<file path="config.mk">
export PLATFORM = sky130hd
export DESIGN_NAME = gate_bist_controller
export DESIGN_NICKNAME = d
export VERILOG_FILES = /design/src/rtl/gate_bist_controller.sv
export SDC_FILE = /design/constraint.sdc
export NUM_CORES = 1
export LEC_CHECK = 0
export BUFFER_PORTS_ARGS = -buffer_cell sky130_fd_sc_hd__buf_2
export CAP_MARGIN = 20
export CORE_MARGIN = 3
export CORE_UTILIZATION = 52
export CTS_BUF_LIST = sky130_fd_sc_hd__clkbuf_8 sky130_fd_sc_hd__clkbuf_16
export CTS_CLUSTER_SIZE = 25
export DETAILED_ROUTE_END_ITERATION = 10
export GPL_TIMING_DRIVEN = 0
export PLACE_DENSITY = 0.77
export SYNTH_ARGS = -nofsm -noshare
export SYNTH_HDL_FRONTEND = slang
export SYNTH_SLANG_ARGS = --single-unit
</file>
<file path="constraint.sdc">
create_clock -name clk -period 2.9 [get_ports clk]
set_input_delay 0.145 -clock clk [delete_from_list [all_inputs] [get_ports clk]]
set_output_delay 0.145 -clock clk [all_outputs]
set_load 0.1 [all_outputs]
</file>
<file path="src/rtl/gate_bist_controller.sv">
// LFSR-driven logic BIST controller: applies pseudo-random patterns to a gate
// network and compacts its responses in a 16-bit MISR. Optional macro GATE_BIST_SETTLE_EN adds a settle cycle per pattern.
module gate_bist_controller #(
  parameter int unsigned NUM_PATTERNS = 500,
  parameter logic [23:0] LFSR_SEED    = 24'h000001,
  parameter logic [15:0] GOLDEN_SIG   = 16'h0000
) (
  input  logic        clk,
  input  logic        rst,
  input  logic        start,
  input  logic [9:0]  response,
  output logic [23:0] pattern,
  output logic        busy,
  output logic        done,
  output logic        pass,
  output logic [15:0] signature,
  output logic [15:0] pattern_count
);

  // An all-zero seed would lock the LFSR, so it is replaced by 1.
  localparam logic [23:0] SEED  = (LFSR_SEED == 24'h0) ? 24'h000001 : LFSR_SEED;
  localparam logic [15:0] NUM_P = NUM_PATTERNS[15:0];

`ifdef GATE_BIST_SETTLE_EN
  typedef enum logic [1:0] {S_IDLE = 2'd0, S_RUN = 2'd1, S_DONE = 2'd2, S_SETTLE = 2'd3} state_t;
  localparam state_t FIRST_ST = S_SETTLE;
  localparam state_t NEXT_ST  = S_SETTLE;
`else
  typedef enum logic [1:0] {S_IDLE = 2'd0, S_RUN = 2'd1, S_DONE = 2'd2} state_t;
  localparam state_t FIRST_ST = S_RUN;
  localparam state_t NEXT_ST  = S_RUN;
`endif

  state_t      state_q, state_d;
  logic [23:0] pattern_q, pattern_d;
  logic [15:0] sig_q, sig_d;
  logic [15:0] cnt_q, cnt_d;
  logic        busy_q, busy_d;
  logic        done_q, done_d;
  logic        pass_q, pass_d;

  logic        fb;
  logic [23:0] lfsr_nxt;
  logic [15:0] misr_nxt;
  logic [15:0] cnt_nxt;

  always_comb begin
    fb       = sig_q[15] ^ sig_q[14] ^ sig_q[12] ^ sig_q[3];
    lfsr_nxt = {pattern_q[22:0], pattern_q[23] ^ pattern_q[22] ^ pattern_q[21] ^ pattern_q[16]};
    misr_nxt = {sig_q[14:0], fb} ^ {6'b0, response};
    cnt_nxt  = cnt_q + 16'd1;

    state_d   = state_q;
    pattern_d = pattern_q;
    sig_d     = sig_q;
    cnt_d     = cnt_q;
    busy_d    = busy_q;
    done_d    = done_q;
    pass_d    = pass_q;

    case (state_q)
      S_IDLE, S_DONE: begin
        if (start) begin
          state_d   = FIRST_ST;
          pattern_d = SEED;
          sig_d     = 16'h0;
          cnt_d     = 16'h0;
          busy_d    = 1'b1;
          done_d    = 1'b0;
          pass_d    = 1'b0;
        end
      end
      S_RUN: begin
        // Sample edge: response reflects the pattern applied before this edge.
        pattern_d = lfsr_nxt;
        sig_d     = misr_nxt;
        cnt_d     = cnt_nxt;
        if (cnt_nxt == NUM_P) begin
          state_d = S_DONE;
          busy_d  = 1'b0;
          done_d  = 1'b1;
          pass_d  = (misr_nxt == GOLDEN_SIG);
        end else begin
          state_d = NEXT_ST;
        end
      end
`ifdef GATE_BIST_SETTLE_EN
      S_SETTLE: state_d = S_RUN;
`endif
      default: state_d = S_IDLE;
    endcase
  end

  always_ff @(posedge clk) begin
    if (rst) begin
      state_q   <= S_IDLE;
      pattern_q <= 24'h0;
      sig_q     <= 16'h0;
      cnt_q     <= 16'h0;
      busy_q    <= 1'b0;
      done_q    <= 1'b0;
      pass_q    <= 1'b0;
    end else begin
      state_q   <= state_d;
      pattern_q <= pattern_d;
      sig_q     <= sig_d;
      cnt_q     <= cnt_d;
      busy_q    <= busy_d;
      done_q    <= done_d;
      pass_q    <= pass_d;
    end
  end

  assign pattern       = pattern_q;
  assign signature     = sig_q;
  assign pattern_count = cnt_q;
  assign busy          = busy_q;
  assign done          = done_q;
  assign pass          = pass_q;

endmodule

</file>
[Word level (Yosys, flattened, before mapping)]
Cells that the tools add are included.
Storage, ports and cells
  register bits: 61
  output and inout bits: 59
Operators by class
  add/subtract/negate cells: 1
  eq/ne operators: 5
  muxes and demuxes: 16
  bitwise logic cells: 7
  reduce and logical (&&, ||, !) cells: 6
Operators by type and width (count)
  $pmux W16 S2: 2
  $pmux W24 S2: 1
  $mux W24: 1
  $add A16 B1 Y16 const B: 1
  $eq A16 B9 Y1 const B: 1
  $logic_not A16 Y1: 1
  $mux W16: 1
  $xor A16 B10 Y16: 1
  $pmux W1 S2: 3
  $xor A1 B1 Y1: 6
  $mux W1: 5
  $mux W2: 2
  $ne A2 B2 Y1 const B: 2
  $pmux W2 S2: 1
  $reduce_and A3 Y1: 1
  $eq A2 B1 Y1 const B: 1
  $eq A2 B2 Y1 const B: 1
  $logic_not A2 Y1: 1
  $reduce_and A2 Y1: 1
  $reduce_bool A2 Y1: 1
  $reduce_or A2 Y1: 1

[Depth between registers and ports, before layout]
Gate-level depths: netlist of the first run.
  word-level depth: 7
  gate-level depth with buffers: 7

[Worst setup path after synthesis of the first run]
No wires, ideal clock.
  path kind: flip-flop to flip-flop
  start point: register cnt_q[0], in the netlist pattern_count[0]
  end point: register state_q[1]
  library setup time: 0.066 ns
  arrival time: 3.446 ns
  required time: 2.834 ns
  setup slack: -0.612 ns
  stages on the path, launching flop included: 8
  path buffers: 0
  path through: dfxtp_1 -> ha_1 -> nand3_2 -> or4_2 -> xnor2_1 -> or3_1 -> or4_4 -> a21oi_2
On the way
  longest elaborated chain between the ends: 4
RTL lines
  start, declared: RTL line 37  | logic [15:0] cnt_q, cnt_d;
  start signal, assigned: RTL line 107  | cnt_q <= cnt_d;
  $add A16 B1 Y16: RTL line 51  | cnt_nxt = cnt_q + 16'd1;
  $eq A16 B9 Y1: RTL line 78  | if (cnt_nxt == NUM_P) begin
  $mux W2: RTL line 78
  $pmux W2 S2: RTL line 61  | case (state_q)
  end signal, assigned: RTL line 104  | state_q <= state_d;
  end, declared: RTL line 34  | state_t state_q, state_d;
No other way between the ends.
A chain may end at the register's enable or synchronous reset.

[Worst setup path in the final report of the first run]
Same ends and word-level chain as after synthesis.

==> PnR_summary.wiki, run 1 <==
{| class="wikitable"
! Metric !! Value
|-
| TritonCTS clock tree || built
|-
| Ratio of cells with drive above 1 in the final layout || 28.3%
|-
| # resized after CTS || 0
|-
| Number of nets in the layout || 407
|-
| Top_reg_cell synth || sky130_fd_sc_hd__dfxtp_1
|-
| Worst-path fanout max || 10
|-
| Global router's overall resource usage || 24.1%
|-
| Simple logic cell fraction of the synthesized area || 22.2%
|-
| Netlist cell types || 49
|-
| Final setup skew || 10.5 ps
|-
| Quantity of I/O buffers inserted on ports || 70
|-
| Chip Height || 78.5 um
|-
| Number of levels in the clock H-tree || 3
|-
| Worst hold path type || in2reg
|-
| Complex-gate fraction of the synthesized area || 21.1%
|-
| Startpoint types || register
|-
| Power density over the cells || 539 mW/mm^2
|-
| Die area || 0.00616 mm^2
|-
| Final hold violations || 0
|-
| Commonest non-fill, non-tap cells in the layout || sky130_fd_sc_hd__buf_2, sky130_fd_sc_hd__nor2_1, sky130_fd_sc_hd__dfxtp_1
|-
| Post-CTS Setup Bufs || 0
|-
| Family of cells with the greatest summed delay on the critical path || simple AND/OR/NAND/NOR gates
|-
| Number of global-route vias before repair || 2371
|-
| Max-slew violation count || 0
|-
| Total wire length || 7070 um
|-
| Num rows || 25
|-
| CTS Buf Count || 9
|-
| Clock-pin slew on the worst setup and hold paths || 70 ps
|-
| Seq/Total Area, Yosys || 44.7%
|-
| Number of enable flip-flop cells after synthesis || 0
|-
| Detailed Place HPWL || 4880 um
|-
| Routed vias || 2633
|-
| Post-synthesis mux area share || 0.366%
|-
| Cell with the largest stage delay on the worst path || sky130_fd_sc_hd__or4_2
|-
| Warnings from Yosys || 0
|-
| Initial core utilization || 55.7%
|-
| Area growth syn-to-layout || 23.4%
|-
| Final setup violation count || 0
|-
| Pin count of the biggest net entering global routing || 11
|-
| Synthesized instance count || 312
|-
| Final RePlAce weighted congestion || 0.887
|-
| Critical path buffers and inverters || 0
|-
| Critical path required time || 3170 ps
|-
| Mapped Area || 0.00273 mm^2
|-
| Worst setup path class || reg2reg
|-
| Period Utilization, post-route || 95.6%
|-
| Proportion of synthesized flip-flops having asynchronous set or reset || 0%
|-
| Post-placement worst setup slack || 182 ps
|-
| Total number of clock tree sinks || 61
|-
| Number of synthesized register bits || 61
|-
| Share of the synthesized netlist area taken by xor and xnor gates || 6.73%
|-
| Crit. End Element || register
|-
| Relative slew slack || 53.4%
|-
| Hold-fix buffers, CTS || 0
|-
| Most frequent standard cell in the layout excluding fill and tap cells || sky130_fd_sc_hd__buf_2
|-
| Static Leak || 1.40 nW
|-
| Routed Antenna Nets || 0
|-
| Total Neg Setup Slack || 0 ps
|-
| Antenna violations before repair || 0
|-
| Adder-cell share of the synthesized area || 0.458%
|-
| Worst-margin pin slew || 696 ps
|-
| CP max stage delay || 770 ps
|-
| Setup slack of the critical path after layout || 128 ps
|-
| Die width || 78.5 um
|-
| CTS Root Cell || sky130_fd_sc_hd__clkbuf_8
|-
| Crit-path cells || ha_4, nand3_2, or4_2, xnor2_1, or3_1, or4_4, a21oi_2
|-
| Routed len/inst || 15.3 um
|-
| Post-synth net total || 326
|-
| Dominant combinational cell family by area after synthesis || simple AND/OR/NAND/NOR gates
|-
| Remaining routing DRC violations || 0
|-
| Result of the run || finished clean
|-
| Per-instance average area after synthesis || 8.76 um^2
|-
| Antenna cells || 0
|-
| Setup repair after global routing missed its margin || no
|-
| Top-Level Pins || 72
|-
| Max Clock Freq || 0.361 GHz
|-
| Time the worst path needs with I/O delays and setup || 2770 ps
|-
| Via count normalized by instance count || 5.69
|-
| Deepest clock path buffer count || 2
|-
| Number of design-rule violations left by the first detailed-router iteration || 189
|-
| Worst skew pair latency || 340 ps
|-
| Count of TritonRoute iterations in the first routing pass || 5
|-
| Sum of overflow across all layers after global routing || 0
|-
| Worst endpoint data arrival time || 3040 ps
|-
| Peak supply drop || 0.000294 V
|-
| Max Cap Violations || 0
|-
| Area of the core || 0.00491 mm^2
|-
| Global-route wire length before repair || 11800 um
|}
## Yosys cell counts (2+ instances only)
library cell,instances,area [um^2]
sky130_fd_sc_hd__nor2_1,64,240
sky130_fd_sc_hd__dfxtp_1,61,1220
sky130_fd_sc_hd__a22oi_1,42,315
sky130_fd_sc_hd__nand2_1,17,63.8
sky130_fd_sc_hd__clkbuf_1,15,56.3
sky130_fd_sc_hd__a21oi_1,12,60.1
sky130_fd_sc_hd__o21ai_0,11,55.1
sky130_fd_sc_hd__xnor2_1,11,96.3
sky130_fd_sc_hd__xor2_1,10,87.6
sky130_fd_sc_hd__a311oi_1,5,43.8
sky130_fd_sc_hd__nand4_1,5,31.3
sky130_fd_sc_hd__nor3_1,5,25.0
sky130_fd_sc_hd__nand3_1,4,20.0
sky130_fd_sc_hd__clkbuf_8,3,41.3
sky130_fd_sc_hd__nand3b_1,3,22.5
sky130_fd_sc_hd__nor4_1,3,18.8
sky130_fd_sc_hd__or3_1,3,18.8
sky130_fd_sc_hd__a21oi_2,2,17.5
sky130_fd_sc_hd__a31oi_1,2,12.5
sky130_fd_sc_hd__and3_2,2,15.0
sky130_fd_sc_hd__nand2b_1,2,12.5
sky130_fd_sc_hd__nand4b_1,2,17.5
sky130_fd_sc_hd__nor2b_1,2,12.5
## state kept, by name (all words and copies together), names as in the netlist
name,cells
pass,1
state_q,2
done,1
pattern,24
pattern_count,16
signature,16
busy,1
## routing by layer
| metal | global-route usage [%] | wire length (um) | vias up |
|---|---|---|---|
| li1 | - | - | 1289 |
| met1 | 31.8 | 3180 | 1232 |
| met2 | 36.7 | 3220 | 104 |
| met3 | 8.26 | 585 | 8 |
| met4 | 8.22 | 88 | 0 |
| met5 | 0 | 0 | - |
## cell families after synthesis
kind of cell	count (synthesis)
adders and majority gates	1
muxes	1
and+or+nand+nor	123
buffers and inverters	22
xor gates and xnor gates	21
DFF	61
AOI/OAI and AO/OA	83
## report_power, final
group / internal, W / switching (W) / total, W
clock: 0.000378 / 0.000310 / 0.000687
combinational: 0.0000571 / 0.000209 / 0.000266
sequential: 0.000851 / 0.0000148 / 0.000866
## tightest hold or removal path, cell delays in order
cell	delay (ps)
sky130_fd_sc_hd__buf_2	100
sky130_fd_sc_hd__nor2_1	40
sky130_fd_sc_hd__nand2_1	70
sky130_fd_sc_hd__a21oi_2	50
## area by class of cell
| class | instances | area, um^2 |
|---|---|---|
| inverter | 1 | 3.75 |
| clock buffer | 9 | 124 |
| buffer | 21 | 120 |
| fill | 419 | 1540 |
| tap | 67 | 83.8 |
| sequential | 61 | 1240 |
| clock inverter | 5 | 47.5 |
| multi-input combinational | 229 | 1400 |
| timing repair buffer | 70 | 350 |
## per-stage QoR
stage	cell area (um^2)	total power (W)	hold slack (ps)	utilization, %	cells
global placement	3200	0.00115	446	65.2	449
CTS	3370	0.00183	103	68.7	463
finish	3370	0.00182	116	68.7	463
detailed placement	3200	0.00115	456	65.2	449
global route	3370	0.00190	128	68.7	463
floorplan	2770	0.00109	319	-	312
## path summary, 6_finish.rpt
| kind | startpoint | endpoint | slack, ps | depth (start not counted) |
|---|---|---|---|---|
| worst max-delay path | pattern_count[0]$_SDFFE_PP0P_ | state_q[1]$_SDFFE_PP0P_ | 130 | 7 |
| worst min-delay path | start | state_q[1]$_SDFFE_PP0P_ | 120 | 4 |
| worst max register to register | pattern_count[0]$_SDFFE_PP0P_ | state_q[1]$_SDFFE_PP0P_ | 130 | 7 |
| worst min register to register | done$_SDFFE_PP0P_ | done$_SDFFE_PP0P_ | 470 | 2 |
Note: power is estimated with default switching activity, not from simulation.
==> run 2: changes to the inputs <==
Settings changed: ABC_AREA set to 1.
==> PnR_summary.wiki, run 2 <==
{| class="wikitable"
! Metric !! Value
|-
| Global-route wire length before repair || 11500 um (-2.0%)
|-
| Proportion of synthesized flip-flops having asynchronous set or reset || 0% (unchanged)
|-
| CP dominant cell by count || sky130_fd_sc_hd__nand2_1
|-
| Post-CTS Setup Bufs || 0 (unchanged)
|-
| Synthesized instance count || 395 (+27%)
|-
| Sum of overflow across all layers after global routing || 0 (unchanged)
|-
| Mapped Area || 0.00277 mm^2 (+1.2%)
|-
| Startpoint types || register
|-
| Crit-path cells || ha_1, nand3_1, nor2_1, nand2_1, nand2_1, nand2_1, nor2_1, nand2_1, nor2_2, nand3_2, a21oi_1, nor2_1
|-
| Worst hold path type || in2reg
|-
| Worst setup path class || reg2reg
|-
| Commonest non-fill, non-tap cells in the layout || sky130_fd_sc_hd__nand2_1, sky130_fd_sc_hd__buf_2, sky130_fd_sc_hd__dfxtp_1
|-
| Routed Antenna Nets || 0 (unchanged)
|-
| Worst-path fanout max || 6 (-4)
|-
| Top_reg_cell synth || sky130_fd_sc_hd__dfxtp_1
|-
| Number of global-route vias before repair || 2576 (+8.6%)
|-
| Time the worst path needs with I/O delays and setup || 2190 ps (-580 ps)
|-
| Dpl cells || 533 (+19%)
|-
| Cell with the largest stage delay on the worst path || sky130_fd_sc_hd__dfxtp_1
|-
| Most frequent standard cell in the layout excluding fill and tap cells || sky130_fd_sc_hd__nand2_1
|-
| CTS Buf Count || 9 (unchanged)
|-
| Total number of clock tree sinks || 61 (unchanged)
|-
| Cell-internal power || 0.00123 W (-4.3%)
|-
| Result of the run || finished clean
|-
| Static Leak || 1.42 nW (+1.5%)
|-
| Worst-margin pin slew || 524 ps (-172 ps)
|-
| Post-synth net total || 409 (+25%)
|-
| Top-Level Pins || 72 (unchanged)
|-
| Worst skew pair latency || 340 ps (about the same)
|-
| Max-slew violation count || 0 (unchanged)
|-
| Via count normalized by instance count || 5.14 (-9.6%)
|-
| Number of design-rule violations left by the first detailed-router iteration || 131 (-31%)
|-
| Largest register FFs || 24 (unchanged)
|-
| Setup repair after global routing missed its margin || no
|-
| Area growth syn-to-layout || 22.2%
|-
| Critical path buffers and inverters || 0 (unchanged)
|-
| Count leader, synth || sky130_fd_sc_hd__nand2_1
|-
| Netlist cell types || 26 (-47%)
|-
| Placed instance area || 0.00321 mm^2 (about the same)
|-
| Seq/Total Area, Yosys || 44.1% (-0.53 points)
|-
| Per-instance average area after synthesis || 7.00 um^2 (-20%)
|-
| Max Cap Violations || 0 (unchanged)
|-
| Num rows || 25 (unchanged)
|-
| Most numerous cell types in the synthesized netlist || sky130_fd_sc_hd__nand2_1, sky130_fd_sc_hd__dfxtp_1, sky130_fd_sc_hd__a21oi_1, sky130_fd_sc_hd__inv_1, sky130_fd_sc_hd__nor2_1
|-
| Final setup skew || 9.07 ps (-1.43 ps)
|-
| Non-filler cells in the finished layout || 548 (+18%)
|-
| Adder-cell share of the synthesized area || 0.452% (-0.0054 points)
|-
| Die width || 78.9 um (+0.55%)
|-
| Die area || 0.00623 mm^2 (+1.1%)
|-
| Clock-pin slew on the worst setup and hold paths || 70 ps (about the same)
|-
| Number of nets in the layout || 491 (+21%)
|-
| Antenna violations before repair || 0 (unchanged)
|-
| Final setup violation count || 0 (unchanged)
|-
| Number of synthesized register bits || 61 (unchanged)
|-
| Synth area leaders || sky130_fd_sc_hd__dfxtp_1, sky130_fd_sc_hd__nand2_1, sky130_fd_sc_hd__a21oi_1
|-
| TritonCTS clock tree || built
|-
| Power density over the cells || 532 mW/mm^2 (-1.3%)
|-
| Critical path required time || 3130 ps (-40 ps)
|-
| Post-synthesis mux area share || 0% (-0.37 points)
|-
| Global router's overall resource usage || 23.1% (-0.96 points)
|-
| Total Neg Setup Slack || 0 ps (unchanged)
|-
| Pin count of the biggest net entering global routing || 12 (+1)
|-
| Setup slack of the critical path after layout || 708 ps (+580 ps)
|-
| Number of levels in the clock H-tree || 3 (unchanged)
|-
| Seq pwr share || 48.3% (+0.7 points)
|-
| Crit. End Element || register
|-
| Net Sw Frac || 31.5% (+2.2 points)
|-
| Part of the total power dissipated in the clock network || 37.6% (-0.2 points)
|-
| Post-placement worst setup slack || 733 ps (+551 ps)
|-
| Reported net switching power || 0.000567 W (+6.3%)
|-
| Complex-gate fraction of the synthesized area || 12.6% (-8.5 points)
|-
| Antenna cells || 0 (unchanged)
|-
| Final hold violations || 0 (unchanged)
|-
| Count of TritonRoute iterations in the first routing pass || 4 (-1)
|-
| Family of cells with the greatest summed delay on the critical path || simple AND/OR/NAND/NOR gates
|-
| # resized after CTS || 0 (unchanged)
|-
| Ratio of cells with drive above 1 in the final layout || 20.6% (-7.7 points)
|-
| Detailed Place HPWL || 4890 um (+0.18%)
|-
| Routed vias || 2818 (+7.0%)
|-
| Relative slew slack || 65.1% (+12 points)
|-
| Worst endpoint data arrival time || 2420 ps (-620 ps)
|-
| Quantity of I/O buffers inserted on ports || 71 (+1.4%)
|-
| Routed len/inst || 12.4 um (-19%)
|-
| CTS Root Cell || sky130_fd_sc_hd__clkbuf_8
|-
| CP max stage delay || 450 ps (-320 ps)
|-
| Hold-fix buffers, CTS || 0 (unchanged)
|-
| Share of the synthesized netlist area taken by xor and xnor gates || 5.38% (-1.3 points)
|-
| Yosys top cell area share || 44.1% (-0.53 points)
|-
| Total wire length || 6790 um (-4.1%)
|-
| Cell area after layout || 0.00338 mm^2 (+0.15%)
|-
| Biggest area consumer among synthesized cells || sky130_fd_sc_hd__dfxtp_1
|-
| Initial core utilization || 56.0% (+0.31 points)
|-
| Remaining routing DRC violations || 0 (unchanged)
|-
| Area of the core || 0.00494 mm^2 (+0.64%)
|-
| Dominant combinational cell family by area after synthesis || simple AND/OR/NAND/NOR gates
|-
| Warnings from Yosys || 0 (unchanged)
|-
| Simple logic cell fraction of the synthesized area || 31.5% (+9.3 points)
|-
| Peak supply drop || 0.000334 V (+14%)
|-
| Max Clock Freq || 0.456 GHz (+26%)
|-
| Number of enable flip-flop cells after synthesis || 0 (unchanged)
|-
| Gate power share || 14.2% (-0.4 points)
|-
| Final RePlAce weighted congestion || 0.895 (+0.82%)
|-
| Chip Height || 78.9 um (+0.55%)
|-
| Period Utilization, post-route || 75.6% (-20 points)
|-
| Deepest clock path buffer count || 2 (unchanged)
|}
-- run 2: cell types whose count changed after synthesis, moves of 5 or more --
cell | before | now
sky130_fd_sc_hd__a21oi_1 | 12 | 59
sky130_fd_sc_hd__a22oi_1 | 42 | 0
sky130_fd_sc_hd__a311oi_1 | 5 | 0
sky130_fd_sc_hd__inv_1 | 1 | 25
sky130_fd_sc_hd__nand2_1 | 17 | 146
sky130_fd_sc_hd__nand3_1 | 4 | 15
sky130_fd_sc_hd__nor2_1 | 64 | 20
sky130_fd_sc_hd__o21ai_0 | 11 | 6
sky130_fd_sc_hd__xnor2_1 | 11 | 4
-- run 2: cell type report --
| class | count | area [um^2] |
|---|---|---|
| plain buffers | 17 | 63.8 |
| clock buffers | 10 | 138 |
| clock inverters | 5 | 36.3 |
| fillers | 464 | 1560 |
| inverters | 27 | 101 |
| multi-input cells | 290 | 1380 |
| flip-flops and latches | 61 | 1220 |
| well taps | 67 | 83.8 |
| repair buffers | 71 | 355 |
-- run 2: worst paths after layout --
path	from	endpoint	slack (ps)	depth (start not counted)
min	start	state_q[1]$_SDFFE_PP0P_	80	4
max reg2reg	pattern_count[0]$_SDFFE_PP0P_	pass$_SDFFE_PP0P_	710	12
min reg2reg	state_q[1]$_SDFFE_PP0P_	state_q[1]$_SDFFE_PP0P_	470	2
max	pattern_count[0]$_SDFFE_PP0P_	pass$_SDFFE_PP0P_	710	12
-- run 2: stage by stage --
stage / hold WS (ps) / power (W) / utilization [%]
after floorplan: 310 / 0.00108 / -
after global placement: 416 / 0.00114 / 64.9
after detailed placement: 421 / 0.00114 / 64.9
after CTS: 62.0 / 0.00181 / 68.4
after global routing: 106 / 0.00187 / 68.4
final: 80.2 / 0.00180 / 68.4
-- run 2: kinds of logic after synthesis --
group / after synthesis
xor gates and xnor gates: 17
DFF: 61
and+or+nand+nor: 204
adders and majority gates: 1
buffers and inverters: 44
AOI/OAI and AO/OA: 68
-- run 2: routing by layer --
metal | share of wire, % | vias up | global-route usage [%]
met5 | 0 | - | 0
met4 | 1.3 | 0 | 8.76
met3 | 6.7 | 15 | 7.94
met2 | 47 | 83 | 36.7
met1 | 45 | 1289 | 29.1
li1 | - | 1431 | -
-- run 2: power groups by stage --
stage               registers [W]  logic [W]  clock network [W]
CTS                      0.000868   0.000255           0.000684
global placement         0.000887   0.000254                  0
floorplan                0.000990  0.0000933                  0
finish                   0.000868   0.000255           0.000676
detailed placement       0.000887   0.000255                  0
global route             0.000870   0.000274           0.000721
-- run 2: worst register-to-register path, cell delays in order, from the launching register on --
cell and delay (ps):
sky130_fd_sc_hd__dfxtp_1 450, sky130_fd_sc_hd__ha_1 290, sky130_fd_sc_hd__nand3_1 190, sky130_fd_sc_hd__nor2_1 240, sky130_fd_sc_hd__nand2_1 80, sky130_fd_sc_hd__nand2_1 90
sky130_fd_sc_hd__nand2_1 50, sky130_fd_sc_hd__nor2_1 90, sky130_fd_sc_hd__nand2_1 80, sky130_fd_sc_hd__nor2_2 170, sky130_fd_sc_hd__nand3_2 150, sky130_fd_sc_hd__a21oi_1 160
sky130_fd_sc_hd__nor2_1 60
==> run 3: changes to the inputs <==
Clock period 2.9 ns to 2.05 ns, I/O delays scaled along.
==> PnR_summary.wiki, run 3 (same netlist as run 2, synthesis figures left out) <==
{| class="wikitable"
! Metric !! Value
|-
| Seq pwr share || 47.7% (-0.6 points)
|-
| Max Cap Violations || 0 (unchanged)
|-
| Number of design-rule violations left by the first detailed-router iteration || 156 (+19%)
|-
| Max-slew violation count || 0 (unchanged)
|-
| Final hold violations || 0 (unchanged)
|-
| Global router's overall resource usage || 23.1% (-0.092 points)
|-
| Worst setup path class || reg2reg
|-
| Cell-internal power || 0.00178 W (+45%)
|-
| Max Clock Freq || 0.530 GHz (+16%)
|-
| Worst skew pair latency || 330 ps (about the same)
|-
| CTS Root Cell || sky130_fd_sc_hd__clkbuf_8
|-
| Remaining routing DRC violations || 0 (unchanged)
|-
| Most frequent standard cell in the layout excluding fill and tap cells || sky130_fd_sc_hd__nand2_1
|-
| Global-route wire length before repair || 11400 um (-0.77%)
|-
| Time the worst path needs with I/O delays and setup || 1890 ps (-304 ps)
|-
| Net Sw Frac || 30.8% (-0.74 points)
|-
| TritonCTS clock tree || built
|-
| Worst-path fanout max || 6 (unchanged)
|-
| Critical path buffers and inverters || 0 (unchanged)
|-
| Cell count of the worst hold path || 4 (unchanged)
|-
| Area growth syn-to-layout || 24.4%
|-
| Clock-pin slew on the worst setup and hold paths || 70 ps (about the same)
|-
| Startpoint types || register
|-
| Antenna violations before repair || 0 (unchanged)
|-
| Num rows || 25 (unchanged)
|-
| Worst endpoint data arrival time || 2120 ps (-300 ps)
|-
| Cell with the largest stage delay on the worst path || sky130_fd_sc_hd__dfxtp_4
|-
| Final setup violation count || 0 (unchanged)
|-
| Via count normalized by instance count || 5.12 (-0.47%)
|-
| Static Leak || 1.45 nW (+1.8%)
|-
| Crit-path cells || ha_2, nand3_2, nor2_2, nand2_1, nand2_1, nand2_1, nor2_1, nand2_1, nor2_4, nand3_4, a21oi_2, nor2_1
|-
| Hold-fix buffers, CTS || 0 (unchanged)
|-
| Top-Level Pins || 72 (unchanged)
|-
| Pin count of the biggest net entering global routing || 12 (unchanged)
|-
| Number of nets in the layout || 491 (unchanged)
|-
| Reported net switching power || 0.000793 W (+40%)
|-
| Worst-margin pin slew || 534 ps (+10.1 ps)
|-
| Quantity of I/O buffers inserted on ports || 71 (unchanged)
|-
| Die area || 0.00623 mm^2 (unchanged)
|-
| Deepest clock path buffer count || 2 (unchanged)
|-
| Ratio of cells with drive above 1 in the final layout || 24.9% (+4.3 points)
|-
| CP max stage delay || 380 ps (-70 ps)
|-
| Final setup skew || 7.06 ps (-2.01 ps)
|-
| Fin util || 69.6% (+1.3 points)
|-
| Crit. End Element || register
|-
| Die width || 78.9 um (unchanged)
|-
| Placed instance area || 0.00323 mm^2 (+0.74%)
|-
| Total number of clock tree sinks || 61 (unchanged)
|-
| Worst-case reg-to-reg path depth || 12 (unchanged)
|-
| Initial core utilization || 56.0% (unchanged)
|-
| Period Utilization, post-route || 92.1% (+17 points)
|-
| Relative slew slack || 64.4% (-0.67 points)
|-
| Number of global-route vias before repair || 2527 (-1.9%)
|-
| Peak supply drop || 0.000716 V (+110%)
|-
| Routed vias || 2810 (-0.28%)
|-
| Part of the total power dissipated in the clock network || 38.2% (+0.6 points)
|-
| Total stage count of the critical path || 12 (unchanged)
|-
| Power density over the cells || 748 mW/mm^2 (+41%)
|-
| Gate power share || 14.1% (about the same)
|-
| Area of the core || 0.00494 mm^2 (unchanged)
|-
| Result of the run || finished clean
|-
| Detailed Place HPWL || 5030 um (+2.9%)
|-
| Final RePlAce weighted congestion || 0.912 (+1.9%)
|-
| Count of TritonRoute iterations in the first routing pass || 5 (+1)
|-
| Worst hold path type || in2reg
|-
| Routed len/inst || 12.6 um (+2.1%)
|-
| CTS Buf Count || 9 (unchanged)
|-
| Commonest non-fill, non-tap cells in the layout || sky130_fd_sc_hd__nand2_1, sky130_fd_sc_hd__buf_2, sky130_fd_sc_hd__a21oi_1
|-
| Family of cells with the greatest summed delay on the critical path || simple AND/OR/NAND/NOR gates
|-
| Chip Height || 78.9 um (unchanged)
|-
| Largest register FFs || 24 (unchanged)
|-
| Total wire length || 6940 um (+2.3%)
|-
| Number of levels in the clock H-tree || 3 (unchanged)
|-
| Antenna cells || 0 (unchanged)
|-
| Routed Antenna Nets || 0 (unchanged)
|-
| Sum of overflow across all layers after global routing || 0 (unchanged)
|-
| Critical path required time || 2280 ps (-850 ps)
|-
| CP dominant cell by count || sky130_fd_sc_hd__nand2_1
|-
| Cell area after layout || 0.00344 mm^2 (+1.9%)
|}
[run 3: metal layers]
layer	up-vias	track usage, %	wire length (um)
met2	82	36.4	3320
li1	1433	-	-
met5	-	0	0
met4	0	7.04	63
met1	1289	30.2	3130
met3	6	7.26	427
[run 3: layout make-up]
class	instances	area (um^2)
tap	67	83.8
sequential	61	1240
multi-input combinational	290	1410
fill	474	1500
inverter	27	101
clock inverter	6	36.3
clock buffer	10	149
timing repair buffer	71	355
buffer	17	65.1
[run 3: path summary, 6_finish.rpt]
path / startpoint / to / slack (ps)
setup / recovery: pattern_count[0]$_SDFFE_PP0P_ / pass$_SDFFE_PP0P_ / 160
hold / removal: start / state_q[1]$_SDFFE_PP0P_ / 30
setup reg to reg: pattern_count[0]$_SDFFE_PP0P_ / pass$_SDFFE_PP0P_ / 160
hold reg to reg: state_q[1]$_SDFFE_PP0P_ / state_q[1]$_SDFFE_PP0P_ / 470
[run 3: worst reg2reg max path: stages, from the launching register on]
cell and delay [ps]:
sky130_fd_sc_hd__dfxtp_4 380, sky130_fd_sc_hd__ha_2 240, sky130_fd_sc_hd__nand3_2 140, sky130_fd_sc_hd__nor2_2 170, sky130_fd_sc_hd__nand2_1 70, sky130_fd_sc_hd__nand2_1 80, sky130_fd_sc_hd__nand2_1 60, sky130_fd_sc_hd__nor2_1 80
sky130_fd_sc_hd__nand2_1 100, sky130_fd_sc_hd__nor2_4 160, sky130_fd_sc_hd__nand3_4 120, sky130_fd_sc_hd__a21oi_2 160, sky130_fd_sc_hd__nor2_1 60
[run 3: through the flow]
step	TNS [ps]	hold WS (ps)	power (W)	setup WS (ps)	instances
floorplan	0	267	0.00153	98.9	395
global placement	0	372	0.00161	18.3	533
detailed placement	-9.26	378	0.00161	-9.26	533
CTS	0	24.3	0.00258	27.8	549
global route	-4.78	41.5	0.00267	-4.78	549
finish	0	34.8	0.00257	162	549
[run 3: repair_timing]
item / in CTS / in global routing
gates resized for setup: 1 / 7
pin swaps: 0 / 0
buffers inserted: 0 / 0
setup endpoints to repair: 1 / 7
[run 3: power groups by stage]
stage                     clock network [W]  logic (W)  registers, W
final                              0.000983   0.000364       0.00123
after floorplan                           0   0.000132       0.00140
after global routing                0.00105   0.000388       0.00123
after global placement                    0   0.000359       0.00125
after CTS                          0.000995   0.000362       0.00123
after detailed placement                  0   0.000361       0.00125
